===== config.mk =====
export PLATFORM = sky130hd
export DESIGN_NAME = hazard_scoreboard
export DESIGN_NICKNAME = d
export VERILOG_FILES = /design/src/rtl/hazard_scoreboard.sv
export SDC_FILE = /design/constraint.sdc
export NUM_CORES = 1
export LEC_CHECK = 0
export CORE_MARGIN = 5
export CORE_UTILIZATION = 60
export DETAILED_ROUTE_END_ITERATION = 8
export PLACE_DENSITY = 0.81
export SYNTH_ARGS = -nofsm -noshare
export SYNTH_HDL_FRONTEND = slang
export SYNTH_SLANG_ARGS = --single-unit

===== constraint.sdc =====
create_clock -name clk -period 5.5 [get_ports clk]
set_input_delay 0.825 -clock clk [delete_from_list [all_inputs] [get_ports clk]]
set_output_delay 0.825 -clock clk [all_outputs]
set_load 0.01 [all_outputs]

===== src/rtl/hazard_scoreboard.sv =====
// Decode-stage hazard scoreboard: per-register pending-write counters, CSR busy flag and
// one outstanding control transfer, combined into the DE stall/issue decision.
module hazard_scoreboard #(
  parameter int REGWORDS  = 32,
  parameter int REGNOBITS = 5,
  parameter int CNTBITS   = 2
) (
  input  logic                 clk,
  input  logic                 reset,
  input  logic                 de_valid,
  input  logic [REGNOBITS-1:0] de_rs1,
  input  logic                 de_rs1_used,
  input  logic [REGNOBITS-1:0] de_rs2,
  input  logic                 de_rs2_used,
  input  logic [REGNOBITS-1:0] de_rd,
  input  logic                 de_wr_reg,
  input  logic                 de_csr_rd,
  input  logic                 de_csr_wr,
  input  logic                 de_is_ctrl,
  input  logic                 wb_wr_reg,
  input  logic [REGNOBITS-1:0] wb_wregno,
  input  logic                 wb_wr_csr,
  input  logic                 agex_ctrl_resolved,
  output logic                 stall_DE,
  output logic                 issue_DE,
  output logic [REGWORDS-1:0]  busy_bits,
  output logic                 csr_busy,
  output logic                 ctrl_pending,
  output logic                 err_underflow
);

  localparam logic [CNTBITS-1:0]   CNT_ZERO = {CNTBITS{1'b0}};
  localparam logic [CNTBITS-1:0]   CNT_ONE  = {{(CNTBITS-1){1'b0}}, 1'b1};
  localparam logic [CNTBITS-1:0]   CNT_MAX  = {CNTBITS{1'b1}};
  localparam logic [REGNOBITS-1:0] REG_X0   = {REGNOBITS{1'b0}};

  logic [CNTBITS-1:0]  cnt [REGWORDS];
  logic [CNTBITS-1:0]  eff [REGWORDS];
  logic [REGWORDS-1:0] inc;
  logic [REGWORDS-1:0] dec;
  logic                raw;
  logic                sat;
  logic                csr_haz;
  logic                under_reg;
  logic                under_csr;

  // Effective counts see this cycle's WB release, since the regfile writes on negedge
  always_comb begin
    dec = {REGWORDS{1'b0}};
    for (int r = 0; r < REGWORDS; r++) begin
      eff[r] = cnt[r];
      if (r != 0 && wb_wr_reg && wb_wregno == REGNOBITS'(r) && cnt[r] != CNT_ZERO) begin
        dec[r] = 1'b1;
        eff[r] = cnt[r] - CNT_ONE;
      end else begin
        dec[r] = 1'b0;
      end
    end
  end

  // Counter increments for the destination of an issuing instruction
  always_comb begin
    inc = {REGWORDS{1'b0}};
    for (int r = 1; r < REGWORDS; r++) begin
      if (issue_DE && de_wr_reg && de_rd == REGNOBITS'(r)) begin
        inc[r] = 1'b1;
      end else begin
        inc[r] = 1'b0;
      end
    end
  end

  assign raw = (de_rs1_used && de_rs1 != REG_X0 && eff[de_rs1] != CNT_ZERO) ||
               (de_rs2_used && de_rs2 != REG_X0 && eff[de_rs2] != CNT_ZERO);
  assign sat       = de_wr_reg && de_rd != REG_X0 && eff[de_rd] == CNT_MAX;
  assign csr_haz   = (de_csr_rd || de_csr_wr) && csr_busy && !wb_wr_csr;
  assign stall_DE  = de_valid && (raw || sat || csr_haz || ctrl_pending);
  assign issue_DE  = de_valid && !stall_DE;
  assign under_reg = wb_wr_reg && wb_wregno != REG_X0 && cnt[wb_wregno] == CNT_ZERO;
  assign under_csr = wb_wr_csr && !csr_busy;

  // Busy vector mirrors nonzero counters
  always_comb begin
    busy_bits = {REGWORDS{1'b0}};
    for (int r = 0; r < REGWORDS; r++) begin
      busy_bits[r] = (cnt[r] != CNT_ZERO);
    end
  end

  // Pending-write counters; x0 is never touched after reset
  always_ff @(posedge clk) begin
    if (reset) begin
      for (int r = 0; r < REGWORDS; r++) begin
        cnt[r] <= CNT_ZERO;
      end
    end else begin
      for (int r = 0; r < REGWORDS; r++) begin
        if (inc[r] && !dec[r]) begin
          cnt[r] <= cnt[r] + CNT_ONE;
        end else if (dec[r] && !inc[r]) begin
          cnt[r] <= cnt[r] - CNT_ONE;
        end else begin
          cnt[r] <= cnt[r];
        end
      end
    end
  end

  // CSR, control-transfer and sticky underflow flags; a new set beats a same-cycle clear
  always_ff @(posedge clk) begin
    if (reset) begin
      csr_busy      <= 1'b0;
      ctrl_pending  <= 1'b0;
      err_underflow <= 1'b0;
    end else begin
      if (issue_DE && de_csr_wr) begin
        csr_busy <= 1'b1;
      end else if (wb_wr_csr) begin
        csr_busy <= 1'b0;
      end else begin
        csr_busy <= csr_busy;
      end
      if (issue_DE && de_is_ctrl) begin
        ctrl_pending <= 1'b1;
      end else if (agex_ctrl_resolved) begin
        ctrl_pending <= 1'b0;
      end else begin
        ctrl_pending <= ctrl_pending;
      end
      err_underflow <= err_underflow || under_reg || under_csr;
    end
  end

endmodule


---- After elaboration in Yosys (flattened, before gate mapping) ----
Memories as Yosys holds them, arrays and structs flattened.
Index checks and enable logic that the tools add are counted.
word-level totals
  RAM bits ................................ 64
  memories ................................ 1
  bits in registers ....................... 3
  word-level logic and storage cells ...... 1057
cells by class
  muxes and demuxes ....................... 544
  magnitude comparators ................... 3
  add/subtract/negate cells ............... 62
  equal/unequal tests ..................... 63
  bitwise operators ....................... 97
  reductions and logical operators ........ 284
memories
  memory  words  bits a word  read ports  clocked after memory_dff  wr ports  RTL line  source
  cnt     32     2            33          0                         32        37        logic [CNTBITS-1:0] cnt [REGWORDS];
operators with widths
  operator                                                            number
  1-bit 2-to-1 mux                                                    410
  2-bit 2-to-1 mux                                                    131
  1-bit logical AND                                                   171
  5-bit == test, second input constant                                32
  1-bit OR                                                            94
  5-bit by 4-bit == test with 1-bit output, second input constant     16
  2-bit nonzero test                                                  36
  1-bit logical NOT                                                   65
  2-bit by 1-bit adder with 2-bit output, second input constant       31
  2-bit by 1-bit subtractor with 2-bit output, second input constant  31
  5-bit by 3-bit == test with 1-bit output, second input constant     8
  2-bit binary-select mux with 5-bit select                           3
  5-bit by 2-bit == test with 1-bit output, second input constant     4
  5-bit nonzero test                                                  4
  6-bit greater-or-equal comparator, second input constant            3
  5-bit NOT with 6-bit output                                         3
  5-bit by 1-bit == test with 1-bit output, second input constant     2
  1-bit logical OR                                                    7
  2-bit == test, second input constant                                1
  2-bit logical NOT                                                   1

---- Logic depth before layout (Yosys ltp) ----
Gate-level depths: netlist of the first run.
  word-level depth ........................ 27
  depth in mapped cells ................... 19
  mapped depth without buffers ............ 16

---- Worst setup path after synthesis of the first run ----
Ideal clock, no wire load.
  path type ............................... input -> register
  start point ............................. input port wb_wregno[2]
  end point ............................... memory cnt[1][1], data pin
  slack ................................... 1.062 ns
  stages on the path ...................... 16
  setup time .............................. 0.266 ns
  arrival time ............................ 4.172 ns
  path through ............................ or4b_1 -> clkbuf_1 -> or3_1 -> clkbuf_1 -> mux2i_1 -> mux4_2 -> mux2_2 -> o32ai_4 -> and4_4 -> buf_4 -> nand3_1 -> inv_1 -> ha_1 -> o21ai_0 -> mux2_2 -> nor2_1
RTL lines
  what             RTL line  source
  start, declared  21        input logic [REGNOBITS-1:0] wb_wregno,
  end, declared    37

---- Worst setup path in the final report of the first run ----
  start point ............................. input port wb_wregno[2]
  end point ............................... output port stall_DE
on the way
  word-level cells in the longest chain between the ends .. 14
ends and longest elaborated chain
  what                                                                 RTL line  source
  5-bit == test, or another cell as far along                          52        if (r != 0 && wb_wr_reg && wb_wregno == REGNOBITS'(r) && cnt[r] != CNT_ZERO) begin
  1-bit logical AND (2 in series)                                      52
  2-bit 2-to-1 mux                                                     52
  2-bit binary-select mux with 5-bit select, on equally long branches  73, 74
  2-bit 2-to-1 mux, on equally long branches (2 in series)             73, 74
  2-bit nonzero test, on equally long branches                         73, 74
  1-bit logical AND, on equally long branches                          73, 74
  1-bit logical OR                                                     73        assign raw = (de_rs1_used && de_rs1 != REG_X0 && eff[de_rs1] != CNT_ZERO) ||
  1-bit logical OR (*) (3 in series)                                   77        assign stall_DE = de_valid && (raw || sat || csr_haz || ctrl_pending);
  1-bit logical AND (*)                                                77
  end, declared                                                        24        output logic stall_DE,
Every way passes the cells marked *; elsewhere a longest branch is shown, timed or not. The select of a mux whose other input is x is not followed.

==> results, run 1 <==
- The H-tree was split into 3 levels.
- The synthesized design contains 65 register bits.
- The final RePlAce weighted congestion is 1.056.
- The tightest min-delay check is of the reg -> reg type.
- The boundary pin count is 69.
- The clock transition time at the flip-flop clock pins of the worst setup and hold paths is 0.06 ns.
- For the worst-skew pair, the clock arrives at the later sink with an insertion delay of 0.35 ns.
- The synthesized instance count is 1037.
- The worst setup timing slack at the placement stage is 0.05559 ns.
- The fill cell instance count of the final layout is 1102.
- After detailed routing, the average wire length per cell comes to 22.45 µm.
- The post-synthesis area per instance is 7.736 µm².
- The first global-routing pass estimated 44640 µm of wire.
- The signal on the critical path passes through clkdlybuf4s50_1, buf_4, or2_2, or3_1, buf_4, o311ai_0, a31oi_1, a41oi_2, o2111ai_1, a21o_2, a21boi_0, clkdlybuf4s50_1.
- The number of placed instances, taps included is 1279.
- The time the final worst path needs with I/O delays and setup is 5.371 ns.
- The arrival time at the worst endpoint is 4.55 ns.
- The startpoint of the lowest-slack register-to-register path is cnt[4][0]$_SDFFCE_PN0P_.
- The clock tree from TritonCTS is yes.
- The net switching power is 630.1 µW.
- The total length of routed wires is 29070 µm.
- Dividing the detail-routed via count by the number of cells gives 6.740.
- Grouping stages by cell kind, the critical path spends the most delay in buffers and inverters.
- The half-perimeter wire length after detailed placement is 22690 µm.
- The setup path with the least slack is of type in -> out.
- The fraction of met3 tracks used by global routing is 7.451%.
- The number of nets in the layout is 1181.
- The die is 125.6 µm tall.
- The met1 capacity usage during global routing is 49.71%.
- The number of clock sinks seen by CTS is 65.
- The internal power of the cells is 1.238 mW.
- IR analysis of the VDD net gives a maximum drop of 0.1624 mV.
- No sink is reached through more buffers than the 2 on the longest clock path.
- The fraction of power spent switching nets is 33.72%.
- The maximum number of pins on one net before global-route repair is 65.
- The endpoint required time on the critical path is 4.68 ns.
- The met2 layer usage reported by global route is 53.62%.
- The number of flops mapped to enable cells by yosys is 62.
- The endpoint of the worst register-to-register path is cnt[1][1]$_SDFFCE_PN0P_.
- In this run, the clock network consumes 32.1% of the power.
- The total count of hold-check failures in the final report is 0.
- The count of buffering cells on the critical path with inverters included is 4.
- In this run the worst setup path terminates at stall_DE.
- The most crowded layer after global routing is met2.
- The warning count from the yosys run is 0.
- The count of antenna-violating nets left after detailed routing is 0.
- For this run, the detailed router's first-pass iteration total came to 6.
- After global routing the overflow that remains totals 0.
- Static timing analysis puts the maximum clock frequency at 186.2 MHz.
- The maximum single-stage delay on the critical path is 0.57 ns.
- The final total power is 1.869 mW.
- The cell area after synthesis is 8023 µm².
- The setup slack of the most critical reg-to-reg path is 0.92 ns.
- The number of nets in the synthesized netlist is 1104.
- The final clock skew is 0.009301 ns.
- The multi-input combinational cells in the finished layout cover a total of 5404 µm².
- The remaining max-slew budget at the tightest pin is 48.33%.
- The critical path depth is 12.
- After the flow finishes, the layout carries non-filler instances totaling 1295.
- The initial core utilization is 60.82%.
- The area of the die is 15780 µm².
- The cell depth of the worst flop-to-flop path is 15.
- The slack of the critical path is 0.1286 ns.
- The run finished with clean final reports.
- The area added between synthesis and finish is 18.71%.
- The floorplan step set the die width to 125.6 µm.
- The number of setup buffers added after CTS is 0.
- The nature of the critical path startpoint is a primary input.
- The total area of sequential cells is 1922 µm².
- The relative contribution of combinational cells to total power is 34.1%.
- The final-report max-slew violation count is 0.
- For this design, the slowest cell found on the critical path is sky130_fd_sc_hd__clkdlybuf4s50_1.
- The number of clock buffers inserted by TritonCTS is 9.
- The final route contains 8728 vias.
- The top flip-flop cell by instance count after synthesis is sky130_fd_sc_hd__edfxtp_1.
- The number of buffers added to fix hold violations after cts is 0.
- The layout cell share with drive strength beyond 1 is 13.67%.
- The final critical path takes up 97.66% of the cycle.
- The via count of the first global-routing pass is 7960.
- In the global route stage, overall resource usage came out at 35.75%.
- Tracing the worst setup path back leads to its startpoint at wb_wregno[2].
- The DRC violation total after the first TritonRoute iteration is 1483.
- In this run the worst path has a maximum fanout of 14.
- The ratio of total power to cell area is 196.2 nW/µm².
- Of all flip-flops after synthesis, the portion carrying an async set or reset was 0%.
- The measured slew at the worst slew-check pin is 0.7742 ns.
- The placeable core region is 13190 µm².
- In this run the static leakage power is 3.824 nW.
- The number of antenna violations at the first check in global routing was 0.
- In this run, distinct cell masters in the synthesized netlist total 78.
- The number of antenna diodes is 0.
- In the routed design, unresolved DRC markers number 0.
- The share of total power in sequential cells is 33.9%.
- The max-capacitance violation count is 0.
- The setup-violating endpoint count in the final report is 0.
- The number of gates resized after CTS was 0.
- The cell sitting at the root of the clock tree is a sky130_fd_sc_hd__clkbuf_16.
- The category of the worst setup path capture point is a primary output.
- In this run the core area contains 42 standard-cell rows.
- After synthesis, flip-flops and latches occupy 23.96% of the total area.
- The total of buffers placed on input and output ports is 67.
[cell usage after synthesis, drive strengths merged, types with 10 or more instances]
cell type	instances	area, µm²
nor2	117	439.2
inv	109	409.1
edfxtp	62	1862
nand2	59	221.5
clkbuf	52	196.4
o21ai	42	210.2
or3	41	256.5
nand3	38	190.2
a21oi	35	175.2
ha	35	437.9
mux2	34	382.9
nor2b	34	212.7
nor3	34	175.2
a31oi	29	181.4
buf	25	128.9
xnor2	23	201.4
o311ai	18	157.6
a211oi	17	127.6
nand2b	16	100.1
mux2i	15	150.1
o211ai	15	112.6
nand4	13	81.33
and4	12	107.6
nand3b	10	75.07
nor4	10	62.56
[per-stage QoR]
step / area (µm²) / TNS (ns) / util, % / hold slack [ns]
5_1_grt: 9524 / -0.07784 / 72.21 / 0.5527
3_3_place_gp: 9181 / 0 / 69.61 / 0.5080
6_report: 9524 / 0 / 72.21 / 0.5199
4_1_cts: 9482 / 0 / 71.88 / 0.5151
3_5_place_dp: 9181 / 0 / 69.61 / 0.5067
2_1_floorplan: 8023 / 0 / - / 0.5102
[worst min path at each step]
stage	from	to	slack (ns)	cells past startpoint
2_1_floorplan	ctrl_pending$_SDFFE_PP0P_	ctrl_pending$_SDFFE_PP0P_	0.51	2
3_3_place_gp	ctrl_pending$_SDFFE_PP0P_	ctrl_pending$_SDFFE_PP0P_	0.51	2
3_5_place_dp	ctrl_pending$_SDFFE_PP0P_	ctrl_pending$_SDFFE_PP0P_	0.51	2
4_1_cts	ctrl_pending$_SDFFE_PP0P_	ctrl_pending$_SDFFE_PP0P_	0.52	2
5_1_grt	ctrl_pending$_SDFFE_PP0P_	ctrl_pending$_SDFFE_PP0P_	0.55	2
6_report	ctrl_pending$_SDFFE_PP0P_	ctrl_pending$_SDFFE_PP0P_	0.52	2
[tightest hold or removal path: stages (launching register included)]
cell and delay (ns):
sky130_fd_sc_hd__dfxtp_1 0.31, sky130_fd_sc_hd__inv_1 0.06, sky130_fd_sc_hd__o32ai_1 0.09
[state kept, by name (all words and copies together) (netlist names)]
signal / flops
csr_busy: 1
err_underflow: 1
cnt: 62
ctrl_pending: 1
[cell families after synthesis]
group,count (synthesis),synth area share [%]
AO/OA/AOI/OAI,232,20.29
AND/OR/NAND/NOR,437,29.41
XOR/XNOR,23,2.511
flip-flops,65,23.96
adder cells (fa/ha/maj),35,5.459
multiplexers,58,9.170
buffers and inverters,186,9.155
other,1,0.04674
[power groups by stage]
stage / registers [mW] / clock network [mW] / logic (mW)
finish: 0.633 / 0.599 / 0.637
global placement: 0.640 / 0 / 0.604
detailed placement: 0.640 / 0 / 0.612
global route: 0.638 / 0.618 / 0.683
CTS: 0.631 / 0.598 / 0.617
floorplan: 0.625 / 0 / 0.385
[per-layer routing]
metal / share of wire, % / up-vias
met5: 0 / -
met4: 4.7 / 0
met3: 12 / 110
met2: 43 / 599
met1: 40 / 4043
li1: - / 3976
[cell type report]
| class | instances | share of cell area (%) |
|---|---|---|
| clock inverter | 3 | 0.4204 |
| timing repair buffer | 143 | 13.32 |
| inverter | 109 | 4.296 |
| multi-input combinational | 786 | 56.74 |
| clock buffer | 13 | 2.733 |
| sequential | 65 | 20.18 |
| tap | 176 | 2.312 |
[cells in the final DEF, fill, tap and decap left out, drive strengths merged, types with 6 or more instances in the layout]
master         count
nand3b            10
a211oi            17
inv              109
nor2             117
edfxtp            62
nand2             59
nor3              34
o211ai            15
nand3             38
a31oi             29
or2                6
and3               9
o2111ai            6
mux4               9
clkdlybuf4s50     64
o311ai            18
nand4             13
nor4              10
and4              12
nand2b            16
clkbuf            13
a21o               8
nor2b             34
o31ai              7
buf               77
mux2              34
xnor2             23
or3               41
ha                35
o21ai             42
mux2i             15
a21oi             35
nor3b              7
(Power assumes the default switching activity.)
==> run 2: changes to the inputs <==
--- a/config.mk
+++ b/config.mk
@@ -9,6 +9,8 @@
 export CORE_UTILIZATION = 60
 export DETAILED_ROUTE_END_ITERATION = 8
 export PLACE_DENSITY = 0.81
+export REMOVE_ABC_BUFFERS = 1
+export SLEW_MARGIN = 20
 export SYNTH_ARGS = -nofsm -noshare
 export SYNTH_HDL_FRONTEND = slang
 export SYNTH_SLANG_ARGS = --single-unit
==> results, run 2 (synthesis results as in run 1) <==
- Clock-pin slew was measured on the worst setup and hold paths at 0.06 ns.
- In this run the remaining antenna-violating nets after routing total 0.
- The most numerous cell type found on the critical path is sky130_fd_sc_hd__clkdlybuf4s50_1.
- The critical path is of the in -> out type.
- The HPWL after detailed placement is 22460 µm.
- After global routing the overflow that remains totals 0.
- Relative to the synthesized area, the layout overhead comes to 18.61%.
- The largest single stage delay on the critical path is 0.60 ns.
- The run finished with clean final reports.
- The routed via count divided by cell count is 6.784.
- The boundary pin count is 69.
- The endpoint required time on the critical path is 4.68 ns.
- Summed over all cells, the static leakage comes to 3.809 nW.
- The later-pin clock latency in the skew report is 0.35 ns.
- The number of clock sinks seen by CTS is 65.
- Setup violations remaining at the end of the flow were counted as 0.
- The library cell used most frequently in the layout, excluding fill and tap cells, is sky130_fd_sc_hd__nor2_1.
- The maximum level of the CTS H-tree is 3.
- The tool flagged a number of max-cap violations equal to 0.
- The routed design has 29320 µm of wire.
- The arrival time at the worst endpoint is 4.60 ns.
- The measured slew at the worst slew-check pin is 0.8000 ns.
- In the routed design, unresolved DRC markers number 0.
- The DRC violation total after the first TritonRoute iteration is 1447.
- Traced cell by cell, the critical path runs through clkdlybuf4s50_1, buf_12, or4b_1, or3_1, xnor2_1, mux4_2, mux2i_1, o32ai_4, and2_1, a21boi_0, clkdlybuf4s50_1.
- The maximum fanout along the worst path is 15.
- Counting I/O delays and the setup requirement, the final critical path takes 5.425 ns.
- The post-route netlist has 13.25% of its cells at a drive strength greater than 1.
- For this run, the total global-route usage over all layers was measured as 36.45%.
- The top cell types in the final layout, fill and taps aside, are 117 x sky130_fd_sc_hd__nor2_1, 109 x sky130_fd_sc_hd__inv_1, 72 x sky130_fd_sc_hd__buf_4, 64 x sky130_fd_sc_hd__clkdlybuf4s50_1, 62 x sky130_fd_sc_hd__edfxtp_1.
- The number of antenna diodes is 0.
- The post-route clock period utilization is 98.63%.
- The number of setup buffers added after CTS is 0.
- The per-cell routed wire length is 22.68 µm.
- The count of buffers added on input and output ports is 67.
- The ratio of total power to cell area is 196.3 nW/µm².
- The area of the die is 15780 µm².
- The global-route wire length before repair is 45360 µm.
- The path class of the tightest hold or removal check is reg -> reg.
- The core region is 13190 µm².
- The number of antenna violations at the first check in global routing was 0.
- IR analysis of the VDD net gives a maximum drop of 0.1841 mV.
- The number of buffers added to fix hold violations after cts is 0.
- For this run, the detailed router's first-pass iteration total came to 6.
- The initial core utilization is 60.82%.
- STA classifies the critical path startpoint as a primary input.
- The remaining max-slew budget at the tightest pin is 46.61%.
- Clock tree synthesis inserted a total of 9 buffers.
- The via count of the first global-routing pass is 8203.
- The final-report max-slew violation count is 0.
- The final RePlAce weighted congestion is 1.033.
- Counting flops per register, the top entry is cnt.
- The category of the worst setup path capture point is a primary output.
- The final total power is 1.868 mW.
- The maximum number of pins on one net before global-route repair is 64.
- The clock tree from TritonCTS is yes.
- The cell with the biggest individual delay on the critical path is sky130_fd_sc_hd__or4b_1.
- The via count of the routed design is 8772.
- The number of nets in the layout is 1179.
- The overall die width is 125.6 µm.
- The total count of hold-check failures in the final report is 0.
- The final clock skew is 0.01078 ns.
- The tree is rooted in a sky130_fd_sc_hd__clkbuf_16.
- The maximum clock frequency is 184.3 MHz.
- The site row count is 42.
- The vertical die dimension is 125.6 µm.
- No sink is reached through more buffers than the 2 on the longest clock path.
- The final-layout setup total negative slack is 0 ns.
- The register with the most flip-flops in the layout has 62 of them.
- Setup repair after global routing left no endpoint under its margin.
run 2: power breakdown:
group	switching, mW	leakage (nW)	internal (mW)
combinational	0.363	3.01	0.275
clock	0.232	0.140	0.363
sequential	0.0431	0.656	0.591
total	0.638	3.81	1.23
run 2: metrics by stage:
step	hold WS (ns)	cells	setup slack, ns	area (µm²)	util (%)
2_1_floorplan	0.5102	960	1.016	7697	-
3_3_place_gp	0.4896	1277	-0.1106	9179	69.59
3_5_place_dp	0.5158	1277	-0.05463	9179	69.59
4_1_cts	0.5282	1293	0.05333	9478	71.86
5_1_grt	0.5492	1293	0.01912	9515	72.14
6_report	0.5272	1293	0.07512	9515	72.14
run 2: final cells by class:
class / instances / area, µm²
Multi-Input combinational cell: 786 / 5405
Fill cell: 1076 / 3675
Sequential cell: 65 / 1922
Timing Repair Buffer: 141 / 1266
Inverter: 109 / 409.1
Clock buffer: 13 / 250.2
Tap cell: 176 / 220.2
Clock inverter: 3 / 42.54
run 2: layer usage:
layer  GRT usage (%)  up-vias  wire, µm
met4           18.75        0      1702
met5               0        -         0
met1           47.96     4033     10990
met2           56.73      637     12900
li1                -     3966         -
met3           7.663      136      3729
run 2: path summary, 6_finish.rpt:
check / start / end / slack, ns / cells after the start
hold / removal: err_underflow$_SDFF_PP0_ / err_underflow$_SDFF_PP0_ / 0.53 / 2
setup / recovery: wb_wregno[0] / stall_DE / 0.08 / 11
setup reg to reg: cnt[27][0]$_SDFFCE_PP0P_ / cnt[1][1]$_SDFFCE_PN0P_ / 1.19 / 17
hold reg to reg: err_underflow$_SDFF_PP0_ / err_underflow$_SDFF_PP0_ / 0.53 / 2
run 2: worst max-delay path, delay by kind of cell:
| family | cells | cell delay [ns] |
|---|---|---|
| AOI/OAI and AO/OA | 2 | 0.33 |
| xor gates and xnor gates | 1 | 0.18 |
| buffers and inverters | 3 | 1.19 |
| muxes | 2 | 0.82 |
| and+or+nand+nor | 3 | 1.26 |
run 2: what timing repair did:
item                                    CTS  global route
pin swaps                                 0             2
endpoints found under the setup margin    1             2
gates resized for setup                   1             7
==> run 3: changes to the inputs <==
--- a/config.mk
+++ b/config.mk
@@ -5,7 +5,6 @@
 export SDC_FILE = /design/constraint.sdc
 export NUM_CORES = 1
 export LEC_CHECK = 0
-export CORE_MARGIN = 5
 export CORE_UTILIZATION = 60
 export DETAILED_ROUTE_END_ITERATION = 8
 export PLACE_DENSITY = 0.81
==> constraint.sdc (replaced) <==
create_clock -name clk -period 5.2 [get_ports clk]
set_input_delay 0.78 -clock clk [delete_from_list [all_inputs] [get_ports clk]]
set_output_delay 0.78 -clock clk [all_outputs]
set_load 0.01 [all_outputs]
==> results, run 3 (synthesis results as in run 1) <==
- The flow ran to the end, and the final reports show no timing, DRC or antenna violations.
- After filler insertion, the fill cell instance count of the layout stands at 969.
- Setup repair after global routing left no endpoint under its margin.
- The clock tree from TritonCTS is yes.
- For this run, the top clock speed supported by timing is 208.5 MHz.
- Counting flops per register, the top entry is cnt.
- In this run the remaining antenna-violating nets after routing total 0.
- The number of antenna violations at the first check in global routing was 0.
- The via count of the first global-routing pass is 8650.
- The arrival time at the worst endpoint is 4.02 ns.
- STA puts the critical path data required time at 4.42 ns.
- The layout cell share with drive strength beyond 1 is 18.10%.
- The worst path uses 92.22% of the clock period.
- The vertical die dimension is 117.6 µm.
- The number of clock buffers inserted by TritonCTS is 9.
- The via count of the routed design is 9242.
- In this run the standard cell core region covers 12820 µm².
- The total count of hold-check failures in the final report was 0.
- The cell at the root of the clock tree is sky130_fd_sc_hd__clkbuf_16.
- For this design, the slowest cell found on the critical path is sky130_fd_sc_hd__clkdlybuf4s50_1.
- The final global-route overflow total is 0.
- The nature of the critical path startpoint is a primary input.
- From left edge to right edge, the die measures 117.6 µm.
- The H-tree was split into 3 levels.
- The site row count is 41.
- Walking the worst path, the cells encountered are clkdlybuf4s50_1, buf_12, nand4b_1, buf_4, or3_1, nand2_1, o21ai_1, mux4_2, mux2_2, o32ai_4, and2_4, nand3_1, inv_1, dlymetal6s2s_1.
- The pre-antenna-repair detailed-routing pass consisted of 9 iterations.
- The gate family responsible for the most delay along the worst path is buffers and inverters.
- The library cells used most frequently in the layout, excluding fill and tap cells, are 132 x sky130_fd_sc_hd__buf_4, 117 x sky130_fd_sc_hd__nor2_1, 109 x sky130_fd_sc_hd__inv_1, 62 x sky130_fd_sc_hd__edfxtp_1.
- The ratio of total power to cell area is 202.9 nW/µm².
- The share of total power in sequential cells is 33.1%.
- The register with the most flip-flops in the layout has 62 of them.
- The final clock skew is 0.003856 ns.
- After clock tree synthesis, the clock-pin slew on the worst setup and hold paths is 0.06 ns.
- The max-capacitance violation count is 0.
- The time the final worst path needs with I/O delays and setup is 4.795 ns.
- Once layout is complete, the cells apart from fillers number 1349.
- The final-report max-slew violation count came to 0.
- The repair_antennas step left the layout with diodes totalling 0.
- The category of the critical setup timing path is in -> out.
- The total of buffers placed on input and output ports is 67.
- For this run, the post-layout net count is 1239.
- On the final layout, the worst hold slack is 0.4986 ns.
- The boundary pin count is 69.
- The leading cell type in the layout, fill and taps excluded is sky130_fd_sc_hd__buf_4.
- The later-pin clock latency in the skew report is 0.35 ns.
- The number of buffers added to fix hold violations after cts is 0.
- Once placement completed, the tool counted placed cells totaling 1333.
- Along the worst path, the maximum fanout reaches 18.
- The final RePlAce weighted congestion is 1.062.
- The relative contribution of combinational cells to total power is 35.0%.
- The initial core utilization is 62.56%.
- The routed design has 29980 µm of wire.
- The worst hold path belongs to the class reg -> reg.
- Global routing used 42.91% of the available tracks across all layers.
- In the final routed layout, each cell accounts on average for 22.22 µm.
- The final routed DRC violation total is 0.
- For the pin with the worst max-slew slack, the measured transition is 0.7928 ns.
- The internal power of the cells is 1.335 mW.
- The count of buffering cells on the critical path with inverters included is 5.
- Net switching is 34.13% of the power.
- The net switching power is 691.9 µW.
- The area of the die is 13840 µm².
- The number of buffers inserted by post-CTS setup repair is 0.
- The area growth from synthesis to layout is 24.52%.
- The half-perimeter wire length after detailed placement is 23080 µm.
- The leakage power summed over all cells is 4.130 nW.
- CTS saw 65 sinks.
- The detailed router finished its first iteration with 1416 violations.
- The first global-routing pass estimated 46240 µm of wire.
- The worst pin sits at a relative slew slack of 47.09%.
- The category of the worst setup path capture point is a primary output.
- The setup-violating endpoint count in the final report is 0.
- The clock power share is 31.9%.
- The worst-case clock buffer depth is 2.
- Entering global routing, the biggest net connects 62 pins.
- On the worst path, the slowest cell contributes a delay of 0.50 ns.
- The core utilization of the finished layout is 77.89%.
- The routed via count divided by cell count is 6.851.
- VDD sags by at most 0.1502 mV.
==> run 3: power groups by stage <==
stage | Combinational [mW] | Clock (mW) | Sequential, mW
2_1_floorplan | 0.363 | 0 | 0.664
3_3_place_gp | 0.664 | 0 | 0.678
3_5_place_dp | 0.675 | 0 | 0.678
4_1_cts | 0.682 | 0.647 | 0.668
5_1_grt | 0.752 | 0.668 | 0.675
6_report | 0.710 | 0.648 | 0.670
==> run 3: path summary, 6_finish.rpt <==
kind	startpoint	endpoint	slack [ns]	cells past startpoint
worst max register to register	cnt[4][0]$_SDFFCE_PN0P_	cnt[18][1]$_SDFFCE_PP0P_	0.72	15
worst max-delay path	wb_wregno[4]	issue_DE	0.40	14
worst min register to register	ctrl_pending$_SDFFE_PP0P_	ctrl_pending$_SDFFE_PP0P_	0.50	2
worst min-delay path	ctrl_pending$_SDFFE_PP0P_	ctrl_pending$_SDFFE_PP0P_	0.50	2
==> run 3: cell type report <==
class                      count  area (µm²)  share of cell area, %
timing repair buffer         201        1718                  17.20
clock inverter                 4       51.30                 0.5135
tap                          172       215.2                  2.154
inverter                     109       409.1                  4.096
sequential                    65        1922                  19.24
clock buffer                  12       256.5                  2.568
multi-input combinational    786        5418                  54.23
==> run 3: routing by layer <==
metal	vias to the layer above	track usage, %	wire, µm
met2	674	66.84	13230
li1	4092	-	-
met1	4309	53.69	11020
met3	167	10.08	3819
met5	-	0	0
met4	0	26.20	1912
==> run 3: worst register-to-register path, stage by stage (launching register included) <==
cell	delay (ns)
sky130_fd_sc_hd__edfxtp_1	0.55
sky130_fd_sc_hd__inv_1	0.09
sky130_fd_sc_hd__ha_1	0.26
sky130_fd_sc_hd__or3_1	0.40
sky130_fd_sc_hd__or2_2	0.31
sky130_fd_sc_hd__buf_4	0.17
sky130_fd_sc_hd__o311ai_1	0.23
sky130_fd_sc_hd__a21oi_1	0.16
sky130_fd_sc_hd__a2111oi_1	0.41
sky130_fd_sc_hd__nand3_1	0.14
sky130_fd_sc_hd__a21o_2	0.25
sky130_fd_sc_hd__buf_4	0.15
sky130_fd_sc_hd__and4_1	0.20
sky130_fd_sc_hd__buf_4	0.23
sky130_fd_sc_hd__a31oi_1	0.30
sky130_fd_sc_hd__mux2_2	0.38
==> run 3: through the flow <==
stage | worst slack [ns] | instance area, µm² | total power [mW] | TNS (ns)
floorplan | 0.7614 | 7697 | 1.026 | 0
global placement | -0.08809 | 9624 | 1.342 | -0.1020
detailed placement | -0.1808 | 9624 | 1.353 | -0.2911
CTS | -0.001946 | 9941 | 1.997 | -0.001946
global route | 0.2889 | 9990 | 2.095 | 0
finish | 0.4047 | 9990 | 2.027 | 0
==> run 3: timing repair <==
action | in CTS | in global routing
cloned | 0 | 0
pin swaps | 0 | 3
setup endpoints to repair | 2 | 2
resized for setup | 6 | 14
